## config.mk

```make
export PLATFORM = sky130hd
export DESIGN_NAME = regfile_mp
export DESIGN_NICKNAME = d
export VERILOG_FILES = /design/src/rtl/regfile_mp.sv
export SDC_FILE = /design/constraint.sdc
export NUM_CORES = 2
export LEC_CHECK = 0
export CORE_ASPECT_RATIO = 2
export CORE_MARGIN = 4
export CORE_UTILIZATION = 40
export DETAILED_ROUTE_END_ITERATION = 6
export SKIP_CTS_REPAIR_TIMING = 1
export SLEW_MARGIN = 20
export SYNTH_ARGS = -nofsm -noshare
export SYNTH_HDL_FRONTEND = slang
export SYNTH_HIERARCHICAL = 1
export SYNTH_SLANG_ARGS = --single-unit
```

## constraint.sdc

```tcl
create_clock -name clk -period 4.8 [get_ports clk]
set_input_delay 0.48 -clock clk [delete_from_list [all_inputs] [get_ports clk]]
set_output_delay 0.48 -clock clk [all_outputs]
set_load 0.1 [all_outputs]
```

## src/rtl/regfile_mp.sv

```systemverilog
// Multi-read-port integer register file with write-first bypass and hardwired x0.
// Define REGFILE_SCOREBOARD_EN to add per-register pending bits that stall reads.

module regfile_mp_rdport #(
    parameter int XLEN     = 32,
    parameter int NUM_REGS = 32,
    parameter int ADDR_W   = $clog2(NUM_REGS)
) (
    input  logic                           clk,
    input  logic                           reset,
    input  logic [ADDR_W-1:0]              addr,
    input  logic                           addr_valid,
    input  logic [NUM_REGS-1:0][XLEN-1:0]  regs,
    input  logic [NUM_REGS-1:0]            pending,
    input  logic                           wr_en,
    input  logic [ADDR_W-1:0]              wr_addr,
    input  logic [XLEN-1:0]                wr_data,
    output logic [XLEN-1:0]                data,
    output logic                           data_valid
);
    logic            hit_wr;
    logic            accept;
    logic [XLEN-1:0] rd_val;

    assign hit_wr = wr_en && (wr_addr == addr);

    // A pending register becomes readable on the same edge its writeback lands.
    assign accept = addr_valid && !(pending[addr] && !hit_wr);

    always_comb begin
        rd_val = regs[addr];
        if (hit_wr)
            rd_val = wr_data;
        if (addr == '0)
            rd_val = '0;
    end

    always_ff @(posedge clk) begin
        if (reset) begin
            data_valid <= 1'b0;
            data       <= '0;
        end else begin
            data_valid <= accept;
            if (accept)
                data <= rd_val;
        end
    end
endmodule

module regfile_mp #(
    parameter int XLEN           = 32,
    parameter int NUM_REGS       = 32,
    parameter int NUM_RD_PORTS   = 2,
    localparam int ADDR_W        = $clog2(NUM_REGS)
) (
    input  logic                           clk,
    input  logic                           reset,
    input  logic [NUM_RD_PORTS*ADDR_W-1:0] rd_addr,
    input  logic [NUM_RD_PORTS-1:0]        rd_addr_valid,
    output logic [NUM_RD_PORTS*XLEN-1:0]   rd_data,
    output logic [NUM_RD_PORTS-1:0]        rd_data_valid,
    input  logic [ADDR_W-1:0]              wr_addr,
    input  logic [XLEN-1:0]                wr_data,
    input  logic                           wr_en,
    output logic                           wr_ack,
    input  logic [ADDR_W-1:0]              rsv_addr,
    input  logic                           rsv_valid
);
    logic [NUM_REGS-1:0][XLEN-1:0] regs;
    logic [NUM_REGS-1:0]           pending;

    // x0 is never written, so it stays at its reset value of zero.
    always_ff @(posedge clk) begin
        if (reset) begin
            regs   <= '0;
            wr_ack <= 1'b0;
        end else begin
            wr_ack <= wr_en;
            if (wr_en && (wr_addr != '0))
                regs[wr_addr] <= wr_data;
        end
    end

`ifdef REGFILE_SCOREBOARD_EN
    // Reservation is applied after the clear so a new producer wins on a same-edge collision.
    always_ff @(posedge clk) begin
        if (reset) begin
            pending <= '0;
        end else begin
            if (wr_en)
                pending[wr_addr] <= 1'b0;
            if (rsv_valid && (rsv_addr != '0))
                pending[rsv_addr] <= 1'b1;
        end
    end
`else
    logic unused_rsv;
    assign pending    = '0;
    assign unused_rsv = ^{rsv_addr, rsv_valid};
`endif

    for (genvar p = 0; p < NUM_RD_PORTS; p++) begin : g_rd
        regfile_mp_rdport #(
            .XLEN     (XLEN),
            .NUM_REGS (NUM_REGS),
            .ADDR_W   (ADDR_W)
        ) u_port (
            .clk        (clk),
            .reset      (reset),
            .addr       (rd_addr[p*ADDR_W +: ADDR_W]),
            .addr_valid (rd_addr_valid[p]),
            .regs       (regs),
            .pending    (pending),
            .wr_en      (wr_en),
            .wr_addr    (wr_addr),
            .wr_data    (wr_data),
            .data       (rd_data[p*XLEN +: XLEN]),
            .data_valid (rd_data_valid[p])
        );
    end
endmodule

```

Word level (Yosys, flattened, before mapping)
Memories as Yosys holds them, arrays and structs flattened.
Cells that the tools add are included.
{"block": "word_totals", "reg_bits": 1091, "latchBits": 0, "ramBits": 0, "romBits": 64, "in_bits": 58, "elab_cells": 73, "n_memories": 2}
{"block": "classes", "addsub": 0, "mul": 0, "div_mod_pow": 0, "n_lt_le_gt_ge": 4, "n_eq_ne": 2, "shift": 0, "muxes": 13, "bitwise_logic": 0, "reduce_logical": 15}
{"name": "(no name shown)", "words": 32, "width": 1, "read_ports": 1, "rd_ports_with_merged_regs": 0, "wr": 0, "line": "28", "source": "assign accept = addr_valid && !(pending[addr] && !hit_wr);"}
{"name": "(no name shown)", "words": 32, "width": 1, "read_ports": 1, "rd_ports_with_merged_regs": 0, "wr": 0, "line": "28"}
{"cell": "$bwmux W1024", "count": 1}
{"cell": "$bmux W32 S5", "count": 2}
{"cell": "$mux W32", "count": 7}
{"cell": "$demux W32 S5", "count": 1}
{"cell": "$lt A5 B6 Y1 const B", "count": 3}
{"cell": "$eq A5 B5 Y1", "count": 2}
{"cell": "$logic_not A5 Y1", "count": 2}
{"cell": "$logic_and A1 B1 Y1", "count": 8}
{"cell": "$ge A5 B1 Y1 const B", "count": 1}
{"cell": "$reduce_bool A5 Y1", "count": 1}
{"cell": "$logic_not A1 Y1", "count": 4}
{"cell": "$mux W1", "count": 2}

Logic depth before layout (Yosys ltp)
{"block": "depth", "ltp_word": 6, "mapped_depth": 12, "ltp_nobuf": 6}

Cells and area by module
Netlist, hierarchy kept.
{"mod": "regfile_mp", "instances": 1, "cells_per_inst": 3435, "area_per_inst_um2": 39073.7, "seq_area_each_um2": 20519.7}
{"mod": "regfile_mp_rdport", "instances": 2, "cells_per_inst": 1060, "area_per_inst_um2": 10338.7, "seq_area_each_um2": 660.6}

Worst setup path after synthesis
Ideal clock, no wire load.
{"block": "synth_timing", "path_type": "input to register", "start": "in rd_addr[1]", "end": "reg g_rd[0].u_port.data[19]", "setup_time_ns": 0.119, "arrival_ns": 2.133, "required_ns": 4.681, "slack_ns": 2.547, "stages": 10, "n_path_buf": 5, "cell_sequence": "buf_6 -> buf_6 -> buf_6 -> buf_8 -> buf_2 -> mux4_2 -> a221oi_1 -> o21ai_0 -> a22oi_1 -> o2bb2ai_1"}
{"block": "synth_between", "elab_chain_len": 6}
{"element": "start, declared", "line": "58", "source": "input logic [NUM_RD_PORTS*ADDR_W-1:0] rd_addr,"}
{"element": "branches (longest 6 deep; another with $mem_v2 Z32 W1)"}
{"element": "end signal, assigned", "line": "45", "source": "data <= rd_val;"}
{"element": "end, declared", "line": "18", "source": "output logic [XLEN-1:0] data,"}
Parallel ways; which one is timed is not known. The select of a mux whose other input is x is not followed.
A chain may end at the register's enable or synchronous reset.

Worst setup path in the final report
{"block": "layout_timing", "start": "in rd_addr[9]", "end": "reg g_rd[1].u_port.data[3]"}
{"block": "layout_between", "elab_chain_len": 6}
{"element": "branches (longest 6 deep; another with $mem_v2 Z32 W1)"}
{"element": "end signal, assigned", "line": "45"}
{"element": "end, declared", "line": "18"}
Parallel ways; which one is timed is not known. The select of a mux whose other input is x is not followed.

==> flow_metrics.py <==
metrics = {
    "run_status": {
        "status": "finished clean",
    },
    "logic_synthesis": {
        "synth_area_um2": 59750,
        "synthCells": 5555,
        "synth-edff-count": 0,
        "synth.most_common_cell": "mux2i_1",
        "ys_top_cells_by_count": "1632 x mux2i_1, 1091 x dfxtp_1, 1024 x nand2b_1",
        "synth_top_flop_cell": "dfxtp_1",
        "synth.top_cell.area_share": 0.3655,
        "syn-mean-instance-area_um2": 10.76,
        "yosys_warnings": 6,
        "async_reset_ff_frac": 0,
        "yosys_register_bits": 1091,
        "yosysUniqueCellTypes": 53,
        "yosysSeqAreaShare": 0.3655,
        "synth_top_cell_by_area": "dfxtp_1",
        "ys_top_cells_by_area": "dfxtp_1 37%, mux2i_1 27%, nand2b_1 11%",
    },
    "die": {
        "die_y_um": 554.6,
        "ios": 125,
        "chipWidth_um": 281.3,
        "rows": 200,
        "die_area_um2": 156000,
        "initial_utilization": 0.4027,
        "core_area_um2": 148400,
    },
    "worst_setup_path": {
        "cp_cell_sequence": "clkdlybuf4s50_1, xor2_1, nor4_2, nand3_1, nor2_4, buf_4, a22oi_1, o21ai_0",
        "reg2reg_slack_ns": 2.55,
        "cp.depth": 8,
        "endpoint_kind": "flop",
        "critPathLaunch": "rd_addr[9]",
        "worst-setup-path-type": "in -> reg",
        "path_delay_family": "buffers and inverters",
        "crit_path_max_fanout": 15,
        "critical_path_buf_inv_count": 2,
        "worst_path_largest_cell_delay_ns": 0.93,
        "crit_end": "g_rd[1].u_port/data[3]",
        "cp.arrival_ns": 3.73,
        "cp_slowest_cell": "clkdlybuf4s50_1",
        "required_ns": 5.43,
        "r2r-start": "regs[882]",
        "r2r_end": "g_rd[1].u_port/data[18]",
        "r2r_cells": 5,
        "startpoint_type": "input port",
    },
    "sta": {
        "rsz0062_at_grt": "false",
        "hold_violations": 0,
        "setup_violations": 0,
        "relSlewSlack": 0.2055,
        "setup_tns_ns": 0,
        "drv_slew": 0,
        "finalCriticalPeriod_ns": 3.104,
        "max_freq_mhz": 322.1,
        "post-route-period-util": 0.6467,
        "fin_skew_ns": 0.02958,
        "tightest_slew_ns": 1.192,
    },
    "detailed_routing": {
        "antenna_left": 0,
        "drc": 0,
        "drt_iter0_markers": 3438,
        "vias": 44469,
        "dr.pass1.iters": 5,
        "routed_via_density": 5.988,
        "wirelength_um": 214000,
        "wl_per_cell_um": 28.82,
    },
    "cells_and_area": {
        "drive_gt1_frac": 0.1164,
        "stdcell_count": 7426,
        "syn_to_final_growth_pct": 9.553,
        "finalNetCount": 5483,
        "fillCellCount": 13925,
    },
    "clocking": {
        "root_buffer": "clkbuf_16",
        "cts-buffers-inserted": 98,
        "htree_levels": 3,
        "cts_buffer_depth": 3,
        "cts_tree": "built",
        "clk_pin_slew_ns": 0.07,
        "clkLatencyLatePin_ns": 0.72,
        "clkSinkCount": 1091,
    },
    "global_routing": {
        "met2_usage": 0.4623,
        "grt_pass1_vias": 45714,
        "grt_start_max_net_pins": 186,
        "grt.busiest_layer": "met2",
        "use_met1": 0.3082,
        "grt.total_usage": 0.2651,
        "antenna_found_initial": 5,
        "grt-ovfl-total": 0,
        "grtUsageMet3": 0.03465,
        "grt_pass1_wl_um": 308400,
    },
    "placed_design": {
        "dpl.hpwl_um": 128100,
        "dp.cells": 7244,
        "place.gp.congestion": 0.8297,
        "port_buffers": 118,
    },
    "run": {
        "maxCapViolCount": 0,
    },
    "power_and_ir_drop": {
        "p_switching_mw": 5.575,
        "p_leak_nw": 30.04,
        "comb_power_share": 0.121,
        "seq_power_share": 0.450,
        "p_clk_frac": 0.429,
        "cellPowerDensity_nw_per_um2": 313.5,
        "netSwitchingFraction": 0.2717,
        "p_int_mw": 14.94,
        "ir_drop_mv": 0.2699,
    },
    "worst_hold_path": {
        "hold_class": "in -> reg",
    },
}
==> power groups by stage <==
stage                     registers [mW]  clock network [mW]  logic [mW]
final                               9.23                8.81        2.48
after global routing                9.24                9.25        2.56
after CTS                           9.23                8.95        2.46
after detailed placement            9.44                   0        2.45
after global placement              9.44                   0        2.44
after floorplan                     9.66                   0        1.40
==> kinds of logic (layout without fill, tap and decap cells) <==
| logic type | after synthesis | count (layout) | share of synthesized area |
|---|---|---|---|
| buf+inv | 587 | 474 | 0.05861 |
| simple gates | 1284 | 1284 | 0.1358 |
| mux | 1856 | 1856 | 0.3563 |
| flops | 1091 | 1091 | 0.3655 |
| xor+xnor | 10 | 10 | 0.001466 |
| other cells | 1 | 66 | 0.00006276 |
| compound gates | 726 | 726 | 0.08225 |
==> worst min path at each step <==
stage                       startpoint                       to  slack [ns]  depth (start not counted)
6_report                         reset                 regs[16]        0.31                          2
5_1_grt                          reset                 regs[16]        0.36                          2
3_3_place_gp   g_rd[0].u_port/data[16]  g_rd[0].u_port/data[16]        0.45                          1
4_1_cts                          reset                 regs[16]        0.28                          2
2_1_floorplan                 regs[11]                 regs[11]        0.45                          1
3_5_place_dp    g_rd[0].u_port/data[7]   g_rd[0].u_port/data[7]        0.46                          1
==> cell type report <==
type | instances | area, um^2 | area share
tap | 1919 | 2401 | 0.03668
timing repair buffer | 288 | 2733 | 0.04175
clock inverter | 39 | 650.6 | 0.009939
inverter | 6 | 22.52 | 0.0003441
antenna | 2 | 5.005 | 0.00007646
multi-input combinational | 3940 | 34920 | 0.5335
clock buffer | 141 | 2884 | 0.04406
sequential | 1091 | 21840 | 0.3337
==> per-stage QoR <==
step	instance area (um^2)	util	total power [mW]	hold WS (ns)	setup slack [ns]
6_report	65460	0.4411	20.52	0.3051	1.696
5_1_grt	65460	0.4411	21.05	0.3588	1.686
4_1_cts	65450	0.4411	20.64	0.2798	1.639
3_5_place_dp	61920	0.4173	11.89	0.4594	1.111
3_3_place_gp	61890	0.4171	11.88	0.4486	1.110
2_1_floorplan	59990	-	11.06	0.4509	2.547
==> placed cells by master (no fill, tap or decap), types with 44 or more instances in the layout <==
master,count
mux2i_1,1632
dfxtp_1,1091
conb_1,64
a211oi_1,44
o21ai_0,74
buf_4,151
clkbuf_16,98
clkdlybuf4s50_1,108
nand3b_1,48
nand2b_1,1014
nor4_1,44
a21oi_1,172
mux4_2,216
and2_1,47
a22oi_1,328
==> per-layer routing <==
layer  vias to the layer above  wire (um)
li1                      19725          -
met1                     22578      83080
met2                      1529     105700
met3                       637      10290
met4                         0      14920
met5                         -          0
==> sequential cells by signal (all words and copies together) (netlist names) <==
| register | flops |
|---|---|
| g_rd.u_port/data | 64 |
| g_rd.u_port/data_valid | 2 |
| regs | 1024 |
| wr_ack | 1 |
Note: power is estimated with default switching activity, not from simulation.
